### config.mk
export PLATFORM = sky130hd
export DESIGN_NAME = ifetch_queue_unit
export DESIGN_NICKNAME = d
export VERILOG_FILES = /design/src/rtl/ifetch_queue_unit.sv
export SDC_FILE = /design/constraint.sdc
export NUM_CORES = 1
export LEC_CHECK = 0
export BUFFER_PORTS_ARGS = -buffer_cell sky130_fd_sc_hd__buf_2
export CORE_MARGIN = 4
export CORE_UTILIZATION = 41
export CTS_CLUSTER_SIZE = 24
export DETAILED_ROUTE_END_ITERATION = 10
export SLEW_MARGIN = 25
export SYNTH_ARGS = -nofsm -noshare
export SYNTH_HDL_FRONTEND = slang
export SYNTH_SLANG_ARGS = --single-unit
### constraint.sdc
create_clock -name clk_in -period 13.65 [get_ports clk_in]
set_clock_uncertainty 0.2 [all_clocks]
set_input_delay 1.365 -clock clk_in [delete_from_list [all_inputs] [get_ports clk_in]]
set_output_delay 1.365 -clock clk_in [all_outputs]
set_load 0.05 [all_outputs]
### src/rtl/ifetch_queue_unit.sv
`default_nettype none
// ============================================================================
//  Module      : ifetch_queue_unit
//  Description : Parametrised instruction fetcher. Issues one request at a
//                time to the icache, buffers returned words in a FIFO, applies
//                static next-PC prediction and hands {ins, pc, pred} to the
//                decoder through a valid/ready handshake. A flush from the
//                ROB/branch unit redirects fetch and empties the FIFO.
//  Revision    : 1.0 - initial release
// ----------------------------------------------------------------------------
//  Parameters
//    XLEN         width of instruction, PC and predicted target
//    QUEUE_DEPTH  FIFO entries (power of two, >= 2)
//    RESET_PC     first fetch address after reset
//    PRED_MODE    0 = always not-taken, 1 = JAL taken + BTFN for B-type
//  Ports
//    clk_in             in   system clock
//    rst_in             in   asynchronous reset, active low
//    rdy_in             in   global ready; low freezes every register
//    input_ins          in   instruction word returned by the icache
//    input_ins_ready    in   one-cycle pulse, input_ins valid for request
//    pc                 out  fetch address to the icache
//    is_fetching        out  request valid to the icache
//    dec_ready_in       in   decoder accepts the head entry this cycle
//    output_ins         out  head instruction
//    output_ins_ready   out  head entry valid
//    output_pc          out  PC of the head instruction
//    output_pred_taken  out  head predicted taken
//    output_pred_pc     out  predicted next PC of the head
//    flush_in           in   redirect request, highest priority
//    flush_pc           in   redirect target
// ============================================================================
module ifetch_queue_unit #(
    parameter int              XLEN        = 32,
    parameter int              QUEUE_DEPTH = 4,
    parameter logic [XLEN-1:0] RESET_PC    = '0,
    parameter int              PRED_MODE   = 1
) (
    input  logic            clk_in,
    input  logic            rst_in,
    input  logic            rdy_in,
    input  logic [XLEN-1:0] input_ins,
    input  logic            input_ins_ready,
    output logic [XLEN-1:0] pc,
    output logic            is_fetching,
    input  logic            dec_ready_in,
    output logic [XLEN-1:0] output_ins,
    output logic            output_ins_ready,
    output logic [XLEN-1:0] output_pc,
    output logic            output_pred_taken,
    output logic [XLEN-1:0] output_pred_pc,
    input  logic            flush_in,
    input  logic [XLEN-1:0] flush_pc
);

    // ------------------------------------------------------------------------
    // Constants
    // ------------------------------------------------------------------------
    localparam int                  c_ptr_w     = $clog2(QUEUE_DEPTH);
    localparam int                  c_cnt_w     = c_ptr_w + 1;
    localparam logic [c_cnt_w-1:0]  c_depth     = c_cnt_w'(QUEUE_DEPTH);
    localparam logic [XLEN-1:0]     c_ins_bytes = XLEN'(4);
    localparam logic [6:0]          c_op_jal    = 7'b1101111;
    localparam logic [6:0]          c_op_branch = 7'b1100011;

    // ------------------------------------------------------------------------
    // Fetch FSM encoding
    //   ST_IDLE    : no request; waits for a free FIFO slot
    //   ST_REQ     : request outstanding at r_pc, response is enqueued
    //   ST_DISCARD : request outstanding for a flushed path, response dropped
    // ------------------------------------------------------------------------
    typedef enum logic [1:0] {
        ST_IDLE    = 2'd0,
        ST_REQ     = 2'd1,
        ST_DISCARD = 2'd2
    } state_t;

    // ------------------------------------------------------------------------
    // Registers
    // ------------------------------------------------------------------------
    state_t               r_state;
    logic [XLEN-1:0]      r_pc;
    logic [XLEN-1:0]      r_saved_pc;
    logic [c_ptr_w-1:0]   r_head;
    logic [c_ptr_w-1:0]   r_tail;
    logic [c_cnt_w-1:0]   r_count;

    logic [XLEN-1:0]      r_q_ins   [QUEUE_DEPTH];
    logic [XLEN-1:0]      r_q_pc    [QUEUE_DEPTH];
    logic                 r_q_taken [QUEUE_DEPTH];
    logic [XLEN-1:0]      r_q_tgt   [QUEUE_DEPTH];

    // ------------------------------------------------------------------------
    // Combinational wires
    // ------------------------------------------------------------------------
    state_t               w_state_nxt;
    logic [XLEN-1:0]      w_pc_nxt;
    logic [XLEN-1:0]      w_saved_nxt;
    logic                 w_enq;
    logic                 w_pop;
    logic                 w_clear;
    logic                 w_valid;
    logic [c_cnt_w-1:0]   w_cnt_after;
    logic [XLEN-1:0]      w_seq_pc;
    logic                 w_pred_taken;
    logic [XLEN-1:0]      w_pred_pc;

    assign w_seq_pc = r_pc + c_ins_bytes;
    assign w_valid  = (r_count != '0);
    assign w_pop    = w_valid && dec_ready_in;

    // Occupancy once the current response lands; the FSM only sits in ST_REQ
    // with a free slot, so this never exceeds c_depth.
    assign w_cnt_after = r_count + c_cnt_w'(1) - c_cnt_w'(w_pop);

    // ------------------------------------------------------------------------
    // Static prediction of the word being returned for r_pc
    // ------------------------------------------------------------------------
    generate
        if (PRED_MODE == 1) begin : g_pred_btfn
            logic [6:0]      w_opcode;
            logic [XLEN-1:0] w_j_imm;
            logic [XLEN-1:0] w_b_imm;

            assign w_opcode = input_ins[6:0];
            // Sign bit replication also covers imm[20] (J) and imm[12] (B).
            assign w_j_imm  = {{(XLEN-20){input_ins[31]}}, input_ins[19:12],
                               input_ins[20], input_ins[30:21], 1'b0};
            assign w_b_imm  = {{(XLEN-12){input_ins[31]}}, input_ins[7],
                               input_ins[30:25], input_ins[11:8], 1'b0};

            always_comb begin
                w_pred_taken = 1'b0;
                w_pred_pc    = w_seq_pc;
                if (w_opcode == c_op_jal) begin
                    w_pred_taken = 1'b1;
                    w_pred_pc    = r_pc + w_j_imm;
                end else if ((w_opcode == c_op_branch) && input_ins[31]) begin
                    // Backward branch (negative offset) predicted taken.
                    w_pred_taken = 1'b1;
                    w_pred_pc    = r_pc + w_b_imm;
                end
            end
        end else begin : g_pred_not_taken
            assign w_pred_taken = 1'b0;
            assign w_pred_pc    = w_seq_pc;
        end
    endgenerate

    // ------------------------------------------------------------------------
    // Next-state / output logic
    // ------------------------------------------------------------------------
    always_comb begin
        w_state_nxt = r_state;
        w_pc_nxt    = r_pc;
        w_saved_nxt = r_saved_pc;
        w_enq       = 1'b0;
        w_clear     = 1'b0;
        is_fetching = (r_state != ST_IDLE);

        if (flush_in) begin
            w_clear = 1'b1;
            if ((r_state == ST_IDLE) || input_ins_ready) begin
                // Nothing left in flight: restart immediately at the target.
                w_pc_nxt    = flush_pc;
                w_state_nxt = ST_REQ;
            end else begin
                // A response is still owed for the old path; let it drain
                // before fetching the target.
                w_saved_nxt = flush_pc;
                w_state_nxt = ST_DISCARD;
            end
        end else begin
            case (r_state)
                ST_IDLE: begin
                    if (r_count < c_depth) begin
                        w_state_nxt = ST_REQ;
                    end
                end
                ST_REQ: begin
                    if (input_ins_ready) begin
                        w_enq    = 1'b1;
                        w_pc_nxt = w_pred_pc;
                        if (w_cnt_after >= c_depth) begin
                            w_state_nxt = ST_IDLE;
                        end
                    end
                end
                ST_DISCARD: begin
                    if (input_ins_ready) begin
                        w_pc_nxt    = r_saved_pc;
                        w_state_nxt = ST_REQ;
                    end
                end
                default: begin
                    w_state_nxt = ST_IDLE;
                end
            endcase
        end
    end

    // ------------------------------------------------------------------------
    // State, PC and FIFO pointer registers
    // ------------------------------------------------------------------------
    always_ff @(posedge clk_in or negedge rst_in) begin
        if (!rst_in) begin
            r_state    <= ST_IDLE;
            r_pc       <= RESET_PC;
            r_saved_pc <= '0;
            r_head     <= '0;
            r_tail     <= '0;
            r_count    <= '0;
        end else if (rdy_in) begin
            r_state    <= w_state_nxt;
            r_pc       <= w_pc_nxt;
            r_saved_pc <= w_saved_nxt;
            if (w_clear) begin
                r_head  <= '0;
                r_tail  <= '0;
                r_count <= '0;
            end else begin
                if (w_enq) begin
                    r_tail <= r_tail + c_ptr_w'(1);
                end
                if (w_pop) begin
                    r_head <= r_head + c_ptr_w'(1);
                end
                r_count <= r_count + c_cnt_w'(w_enq) - c_cnt_w'(w_pop);
            end
        end
    end

    // ------------------------------------------------------------------------
    // FIFO storage. Entries are only observable while counted as valid, so
    // the array itself carries no reset.
    // ------------------------------------------------------------------------
    always_ff @(posedge clk_in) begin
        if (rdy_in && w_enq) begin
            r_q_ins[r_tail]   <= input_ins;
            r_q_pc[r_tail]    <= r_pc;
            r_q_taken[r_tail] <= w_pred_taken;
            r_q_tgt[r_tail]   <= w_pred_pc;
        end
    end

    // ------------------------------------------------------------------------
    // Outputs. Head fields are forced to zero while the FIFO is empty so the
    // decoder side reads all-zero after reset or a flush.
    // ------------------------------------------------------------------------
    assign pc                = r_pc;
    assign output_ins_ready  = w_valid;
    assign output_ins        = w_valid ? r_q_ins[r_head]   : '0;
    assign output_pc         = w_valid ? r_q_pc[r_head]    : '0;
    assign output_pred_taken = w_valid ? r_q_taken[r_head] : 1'b0;
    assign output_pred_pc    = w_valid ? r_q_tgt[r_head]   : '0;

endmodule

`default_nettype wire

==> impl_metrics.toml, run 1 <==
[critical_path]
crit_path_max_incr_delay_ps = 880
cp_cell_sequence = "buf_4, mux4_2, and2_1, buf_2"
worstSetupStartpoint = "r_head[0]$_DFFE_PN0P_"
critical_path_class = "reg2out"
reg2reg_from = "pc[4]$_DFFE_PN0P_"
required_ps = 12090
start_kind = "register"
cp_data_arrival_time_ps = 3270
crit_fanout = 36
cpMaxStageDelayCell = "dfrtp_4"
ff2ff_setup_slack_ps = 9400
r2r_cells = 9
cp-end-kind = "primary output"

[place]
dp_cells = 2443
io_buffers = 200
dp_hpwl_microns = 41700
place.gp.congestion = 0.936
placed_cell_area_sq_um = 24000

[route]
via_count = 14868
drcViolationCount = 0
vias_per_cell = 5.85
drtIter0Drc = 1305
wl_per_cell_microns = 24.8
routed_wl_microns = 62900
ant_nets = 0
drtPass1Iterations = 5

[finish]
postLayoutCellArea_sq_um = 25700
utilization_pct = 47.7
area_growth_pct = 15.2
layout.nets = 1924
final_cell_mix = "384 x edfxtp_1, 199 x buf_2, 107 x nand2_1"
fin_cells = 2540
final_common_cell = "edfxtp_1"
drive_above_1_share_pct = 25.4

[pwr]
p_int_mw = 3.52
pwr_density_cell_nw_per_um2 = 248
p_leak_nw = 9.30
p_sw_mw = 2.86
p_seq_share_pct = 32.7
ir_drop_v = 0.000153
p_clk_share_pct = 20.6
switching_share_pct = 44.8
combinationalPowerShare_pct = 46.6

[synthesis]
synth_nets = 1744
synth-edff-count = 384
ys_types = 80
syn_area_sq_um = 22300
synth_ff_type = "edfxtp_1"
synth-seq-cells = 457
yosysSeqAreaShare_pct = 59.9
yosys_warnings = 0
async_reset_ff_share_pct = 16.0
netlist_instances = 1621
post_synth.cell_area_avg_sq_um = 13.8

[worst_hold_path]
min_path_type = "reg2reg"
min_from = "r_saved_pc[28]$_DFFE_PN0P_"
min_path_cells = 1

[global_route]
grt_pass1_vias = 14850
antenna_found_initial = 1
gr-usage-all-layers_pct = 21.4
gr-total-overflow = 0
grt_pass1_wl_microns = 94200
grt_max_degree = 99

[floorplanning]
die_x_microns = 241
core-area_sq_um = 53800
io_pins = 201
start_util_pct = 41.4
die_area_sq_um = 58200
die_y_microns = 241
num_rows = 85

[cts]
cts_tree = "done"
clk_latency_ps = 590
cts_resized = 0
clk_pin_slew_ps = 60
postCtsHoldBufs = 0
cts_sinks = 457
numCtsBuffers = 51
ctsHtreeMaxLevel = 2
cts_setup_buffers = 0
cts-root-buf = "clkbuf_16"
clockBufferDepth = 3

[run]
cap_violations = 0

[run_status]
status = "finished, final reports clean"

[sta]
hold_viol = 0
rsz0062_at_grt = "no"
report.final.slew_viol_count = 0
tightest_slew_ps = 1170
period_minus_slack_ps = 4840
min_period_over_period_pct = 35.4
slew_headroom_pct = 22.2
finalSetupViolations = 0
tns_ps = 0
clock.fmax_ghz = 0.207
## worst max-delay path, delay by kind of cell (launching register included)
family,cells,cell delay (ps)
DFF,1,880
muxes,1,630
and+or+nand+nor,1,180
buffers and inverters,2,890
## logic make-up (layout without fill, tap and decap cells)
logic type | after synthesis | count (layout) | synth area share [%]
adders and majority gates | 53 | 53 | 3.07
DFF | 457 | 457 | 59.9
other | 0 | 1 | 0
muxes | 152 | 152 | 12.4
AOI/OAI and AO/OA | 323 | 323 | 9.70
xor gates and xnor gates | 44 | 44 | 1.73
buffers and inverters | 131 | 353 | 2.38
and+or+nand+nor | 461 | 461 | 10.8
## final timing paths
check	endpoint
setup reg to reg	r_q_tgt[2][14]$_DFFE_PP_
min in group asynchronous	r_saved_pc[0]$_DFFE_PN0P_
hold / removal	r_saved_pc[28]$_DFFE_PN0P_
max in group asynchronous	r_head[1]$_DFFE_PN0P_
setup / recovery	output_pc[9]
hold reg to reg	r_saved_pc[28]$_DFFE_PN0P_
## per-layer routing
| layer | global-route usage (%) | share of wire (%) | vias to the layer above |
|---|---|---|---|
| li1 | - | - | 6685 |
| met1 | 30.5 | 44 | 7585 |
| met2 | 34.8 | 48 | 496 |
| met3 | 3.70 | 6.2 | 100 |
| met4 | 5.30 | 2.4 | 2 |
| met5 | 0 | 0.021 | - |
## power by group through the flow
stage	Combinational, mW	Sequential [mW]	Clock, mW
2_1_floorplan	2.10	2.12	0
3_3_place_gp	2.96	2.11	0
3_5_place_dp	2.97	2.12	0
4_1_cts	2.98	2.09	1.35
5_1_grt	3.18	2.12	1.41
6_report	2.97	2.09	1.32
## registers in the layout, indices dropped and copies added (netlist names)
register    flops
r_q_ins       128
r_saved_pc     32
r_head          2
r_q_taken       4
r_q_pc        124
r_state         2
r_q_tgt       128
r_tail          2
r_count         3
pc             32
## through the flow
step	worst slack [ps]	hold slack (ps)	total power, mW
after global routing	8530	311	6.71
final	8810	305	6.38
after global placement	8370	289	5.06
after detailed placement	8320	295	5.09
after floorplan	8080	266	4.21
after CTS	8650	308	6.42
## final cells by class
cell class / count / area, sq um
Fill cell: 4757 / 28100
Sequential cell: 457 / 13400
Multi-Input combinational cell: 1033 / 8480
Clock buffer: 62 / 1370
Timing Repair Buffer: 225 / 1210
Tap cell: 696 / 871
Clock inverter: 33 / 269
Inverter: 33 / 124
Antenna cell: 1 / 2.50
## cells in the mapped netlist, types with 38 or more instances
library cell,number,share of area [%]
edfxtp_1,384,52
nand2_1,107,1.8
and2_1,104,2.9
mux4_2,96,9.7
a21oi_1,81,1.8
nor2_1,80,1.3
dfrtp_1,73,8.2
clkbuf_1,71,1.2
o21ai_0,62,1.4
ha_1,50,2.8
nand3_1,45,1.0
mux2_2,38,1.9
Power figures use the tool's default switching activity.
==> run 2, diff against run 1 <==
==> constraint.sdc (replaced) <==
create_clock -name clk_in -period 4.78 [get_ports clk_in]
set_clock_uncertainty 0.2 [all_clocks]
set_input_delay 0.478 -clock clk_in [delete_from_list [all_inputs] [get_ports clk_in]]
set_output_delay 0.478 -clock clk_in [all_outputs]
set_load 0.05 [all_outputs]
==> run 2 against run 1 <==
Against the previous run:
- sequential power grew to 2.8 times the previous value
- register-to-register slack worse by 8700 ps
- worst setup slack got worse by 8100 ps
- non-clock buffer count increased by 87
- via count grew 2.0%
- hold slack got worse by 210 ps
- first-iteration DRC count is 3.4% higher
- die area unchanged
- cell count is 3.3% higher
- highest routed layer unchanged
==> impl_metrics.toml, run 2 (synthesized netlist as in run 1, its figures left out) <==
[pwr]
pwr_density_cell_nw_per_um2 = 692
ir_drop_v = 0.000431
p_leak_nw = 9.68

[cts]
cts_sinks = 457
postCtsHoldBufs = 65
clk_pin_slew_ps = 60
cts-root-buf = "clkbuf_16"
clk_latency_ps = 610
clockBufferDepth = 3
cts_resized = 0
numCtsBuffers = 49
cts_setup_buffers = 0
cts_tree = "done"
ctsHtreeMaxLevel = 2

[critical_path]
critPathBufInv = 2
reg2reg_from = "pc[1]$_DFFE_PN0P_"
crit_path_max_incr_delay_ps = 810
cp-end-kind = "register"
cp_top_family = "compound AO/OA/AOI/OAI gates"
required_ps = 4870
cpMaxStageDelayCell = "a2111oi_2"
cp_cell_sequence = "ha_1, inv_1, fa_1, nand2b_1, a21oi_2, buf_4, o211ai_1, a2111oi_2, o21bai_1, a21o_1, a31oi_1, o21ai_0"
r2r_cells = 12
start_kind = "register"
critical_path_class = "reg2reg"
r2r_end = "r_q_tgt[2][29]$_DFFE_PP_"
cp_data_arrival_time_ps = 4150
ff2ff_setup_slack_ps = 720
crit_fanout = 9

[floorplanning]
num_rows = 85
io_pins = 201
die_area_sq_um = 58200
die_y_microns = 241
start_util_pct = 41.4
core-area_sq_um = 53800
die_x_microns = 241

[worst_hold_path]
min_path_type = "in2reg"
min_path_cells = 2
min_to = "pc[0]$_DFFE_PN0P_"
min_from = "rdy_in"

[finish]
final_common_cell = "edfxtp_1"
postLayoutCellArea_sq_um = 26600
multi_input_area_sq_um = 8480
drive_above_1_share_pct = 24.8
register_area_sq_um = 13400
layout.nets = 2009
area_growth_pct = 19.2
final_cell_mix = "384 x edfxtp_1, 199 x buf_2, 107 x nand2_1"
biggestRegsByFlops = "r_q_ins: 128 flops, r_q_tgt: 128 flops, r_q_pc: 124 flops"
fin_cells = 2623
n_fill_cell = 4710

[sta]
rsz0062_at_grt = "no"
clock.fmax_ghz = 0.246
report.final.slew_viol_count = 0
period_minus_slack_ps = 4060
slew_headroom_pct = 32.6
hold_viol = 0
tns_ps = 0
finalSetupViolations = 0
whs_ps = 98.0
min_period_over_period_pct = 85.0
tightest_slew_ps = 1000
fin_ws_ps = 716

[global_route]
use_met2_pct = 37.8
antenna_found_initial = 2
grt_max_degree = 63
gr-total-overflow = 0
met3_usage_pct = 3.87
use_met1_pct = 30.8
busiest_layer = "met2"
grt_pass1_vias = 15416
grt_pass1_wl_microns = 98200
gr-usage-all-layers_pct = 22.5

[route]
via_count = 15166
drtIter0Drc = 1350
vias_per_cell = 5.78
ant_nets = 0
drcViolationCount = 0
wl_per_cell_microns = 25.2
routed_wl_microns = 66100
drtPass1Iterations = 5

[place]
placed_cell_area_sq_um = 24300
place.gp.congestion = 0.969
dp_hpwl_microns = 45400
dp_cells = 2466
io_buffers = 200
pre_cts_slack_ps = 731

[run]
cap_violations = 0

[run_status]
status = "finished, final reports clean"
## run 2: changes by cell type in the layout (fill, tap and decap cells not counted), moves of 3 or more
cell           previous run  this run
bufinv_16                 2         5
clkbuf_8                  3         0
buf_12                    1        11
clkinv_1                  5        12
buf_4                    24        37
clkbuf_16                52        49
dlygate4sd3_1             0        65
clkinv_2                 16         7
## run 2: power breakdown
part	total (mW)	switching, mW	leakage, nW	internal (mW)
Sequential	5.91	0.741	4.35	5.17
Clock	3.79	1.61	0.775	2.18
Combinational	8.70	5.88	4.55	2.81
Total	18.4	8.23	9.68	10.2
## run 2: worst max-delay path by stage
stage                                start                  endpoint  cells past startpoint
finish                   pc[1]$_DFFE_PN0P_  r_q_tgt[2][29]$_DFFE_PP_                     12
global route             pc[1]$_DFFE_PN0P_  r_q_tgt[2][29]$_DFFE_PP_                     12
CTS                      pc[1]$_DFFE_PN0P_  r_q_tgt[2][29]$_DFFE_PP_                     12
detailed placement       pc[1]$_DFFE_PN0P_  r_q_tgt[1][29]$_DFFE_PP_                     12
global placement              input_ins[8]  r_q_tgt[2][29]$_DFFE_PP_                     13
floorplan           r_state[1]$_DFFE_PN0P_   r_q_ins[0][0]$_DFFE_PP_                      6
## run 2: final cells by class
type                    instances  area share, %
diodes                          1        0.00941
clock buffers                  58           4.74
clock inverters                33           1.31
inverters                      33          0.466
well taps                     696           3.27
multi-input cells            1033           31.9
flip-flops and latches        457           50.3
repair buffers                312           8.07
## run 2: stage by stage
step	utilization, %	total power, mW
after floorplan	-	12.0
after global placement	45.2	14.6
after detailed placement	45.2	14.7
after CTS	49.4	18.6
after global routing	49.4	19.3
final	49.4	18.4
## run 2: layer usage
| metal | vias to the layer above | wire length (microns) |
|---|---|---|
| met3 | 88 | 3520 |
| met5 | - | 13 |
| li1 | 6834 | - |
| met4 | 2 | 1600 |
| met2 | 450 | 32600 |
| met1 | 7792 | 28400 |
==> run 3, diff against run 2 <==
--- a/config.mk
+++ b/config.mk
@@ -10,6 +10,7 @@
 export CORE_UTILIZATION = 41
 export CTS_CLUSTER_SIZE = 24
 export DETAILED_ROUTE_END_ITERATION = 10
+export PLACE_DENSITY = 0.68
 export SLEW_MARGIN = 25
 export SYNTH_ARGS = -nofsm -noshare
 export SYNTH_HDL_FRONTEND = slang
==> constraint.sdc (replaced) <==
create_clock -name clk_in -period 4.3 [get_ports clk_in]
set_clock_uncertainty 0.2 [all_clocks]
set_input_delay 0.43 -clock clk_in [delete_from_list [all_inputs] [get_ports clk_in]]
set_output_delay 0.43 -clock clk_in [all_outputs]
set_load 0.05 [all_outputs]
==> run 3 against run 2 <==
Against the previous run:
- sequential power is 9.8% higher
- sequential share of layout area shrank 0.095 points
- worst setup slack got worse by 220 ps
- maximum frequency increased by 6.7%
- critical path type unchanged
==> impl_metrics.toml, run 3 (synthesized netlist as in run 1, its figures left out) <==
[global_route]
grt_pass1_vias = 15353
gr-usage-all-layers_pct = 22.3
grt_max_degree = 74
antenna_found_initial = 1
grt_pass1_wl_microns = 97400
gr-total-overflow = 0

[worst_hold_path]
min_path_cells = 2
min_from = "flush_in"
min_to = "r_head[0]$_DFFE_PN0P_"
min_path_type = "in2reg"

[cts]
cts-root-buf = "clkbuf_16"
clockBufferDepth = 3
clk_latency_ps = 580
clk_pin_slew_ps = 60
cts_tree = "done"
cts_resized = 0
ctsHtreeMaxLevel = 2
cts_sinks = 457
numCtsBuffers = 48

[critical_path]
r2r_end = "r_q_tgt[0][29]$_DFFE_PP_"
required_ps = 4390
start_kind = "register"
crit_path_max_incr_delay_ps = 680
cpMaxStageDelayCell = "a2111oi_2"
worstSetupStartpoint = "pc[2]$_DFFE_PN0P_"
cp_data_arrival_time_ps = 3890
cp-end-kind = "register"
r2r_cells = 10
cp_cell_sequence = "inv_1, fa_1, nand2b_1, a21oi_2, o211ai_1, a2111oi_2, o21bai_1, a21o_1, a31oi_1, o21ai_0"
crit_fanout = 12
critical_path_class = "reg2reg"
reg2reg_from = "pc[2]$_DFFE_PN0P_"
ff2ff_setup_slack_ps = 490

[finish]
utilization_pct = 49.5
final_common_cell = "edfxtp_1"
area_growth_pct = 19.5
drive_above_1_share_pct = 25.1
n_fill_cell = 4699
final_cell_mix = "384 x edfxtp_1, 199 x buf_2, 107 x nand2_1"
layout.nets = 2017
biggestRegsByFlops = "r_q_ins: 128 flops, r_q_tgt: 128 flops, r_q_pc: 124 flops"

[route]
via_count = 15235
drtPass1Iterations = 5
routed_wl_microns = 65500
wl_per_cell_microns = 24.9
drcViolationCount = 0
drtIter0Drc = 1339
ant_nets = 0
vias_per_cell = 5.80

[floorplanning]
die_area_sq_um = 58200
die_x_microns = 241
io_pins = 201
num_rows = 85
start_util_pct = 41.4
die_y_microns = 241
core-area_sq_um = 53800

[place]
place.gp.congestion = 0.954
dp_hpwl_microns = 45200
pre_cts_slack_ps = 552
io_buffers = 200

[sta]
fin_ws_ps = 492
hold_viol = 0
finalSetupViolations = 0
tns_ps = 0
rsz0062_at_grt = "no"
min_period_over_period_pct = 88.5
tightest_slew_ps = 1010
slew_headroom_pct = 32.8
period_minus_slack_ps = 3810
clock.fmax_ghz = 0.263
report.final.slew_viol_count = 0

[run]
cap_violations = 0

[run_status]
status = "finished, final reports clean"

[pwr]
p_leak_nw = 9.71
pwr_density_cell_nw_per_um2 = 769
ir_drop_v = 0.000420
==> run 3: cell types whose count changed in the layout (fill, tap and decap cells not counted), sizes merged <==
cell,change
clkbuf,+4
bufinv,+1
buf,+8
inv,-1
clkinv,-8
dlygate4sd3,+1
==> run 3: worst max-delay path: cells and delay by family (launching register included) <==
family                     cells  cell delay (ps)
and+or+nand+nor                1              190
AOI/OAI and AO/OA              7             1890
DFF                            1              590
buffers and inverters          1              210
adders and majority gates      1              460
==> run 3: through the flow <==
step | power [mW] | std cells | instance area [sq um] | hold slack (ps)
after floorplan | 13.4 | 1621 | 22300 | -65.6
after global placement | 16.3 | 2474 | 24400 | 289
after detailed placement | 16.4 | 2474 | 24400 | 296
after CTS | 20.7 | 2627 | 26600 | 0.776
after global routing | 21.5 | 2628 | 26600 | 39.2
final | 20.5 | 2628 | 26600 | 44.8
==> run 3: worst max path at each step <==
stage	endpoint	slack, ps	depth (start not counted)
floorplan	r_q_ins[0][0]$_DFFE_PP_	570	6
global placement	r_q_tgt[0][20]$_DFFE_PP_	530	9
detailed placement	r_q_tgt[2][29]$_DFFE_PP_	550	10
CTS	r_q_tgt[1][29]$_DFFE_PP_	540	11
global route	r_q_tgt[0][29]$_DFFE_PP_	270	10
finish	r_q_tgt[0][29]$_DFFE_PP_	490	10
==> run 3: timing repair <==
action                                 CTS  global route
setup buffers                            0             0
hold buffers                            66             0
endpoints found under the hold margin  238             0
==> run 3: area by class of cell <==
cell class	count	area, sq um	area share (%)
diodes	1	2.50	0.00939
well taps	696	871	3.27
multi-input cells	1033	8480	31.8
flip-flops and latches	457	13400	50.2
clock buffers	62	1270	4.79
inverters	33	124	0.465
clock inverters	25	303	1.14
repair buffers	321	2220	8.33
==> run 3: per-layer routing <==
metal | vias up | track usage (%) | routed length, microns
li1 | 6851 | - | -
met3 | 119 | 3.37 | 3680
met2 | 527 | 37.7 | 32200
met5 | - | 0 | 0
met1 | 7738 | 30.2 | 27600
met4 | 0 | 6.73 | 2040
==> run 3: where the power goes <==
part | internal, mW | switching, mW | total (mW)
Sequential | 5.75 | 0.736 | 6.49
Combinational | 3.18 | 6.63 | 9.80
Clock | 2.47 | 1.72 | 4.18
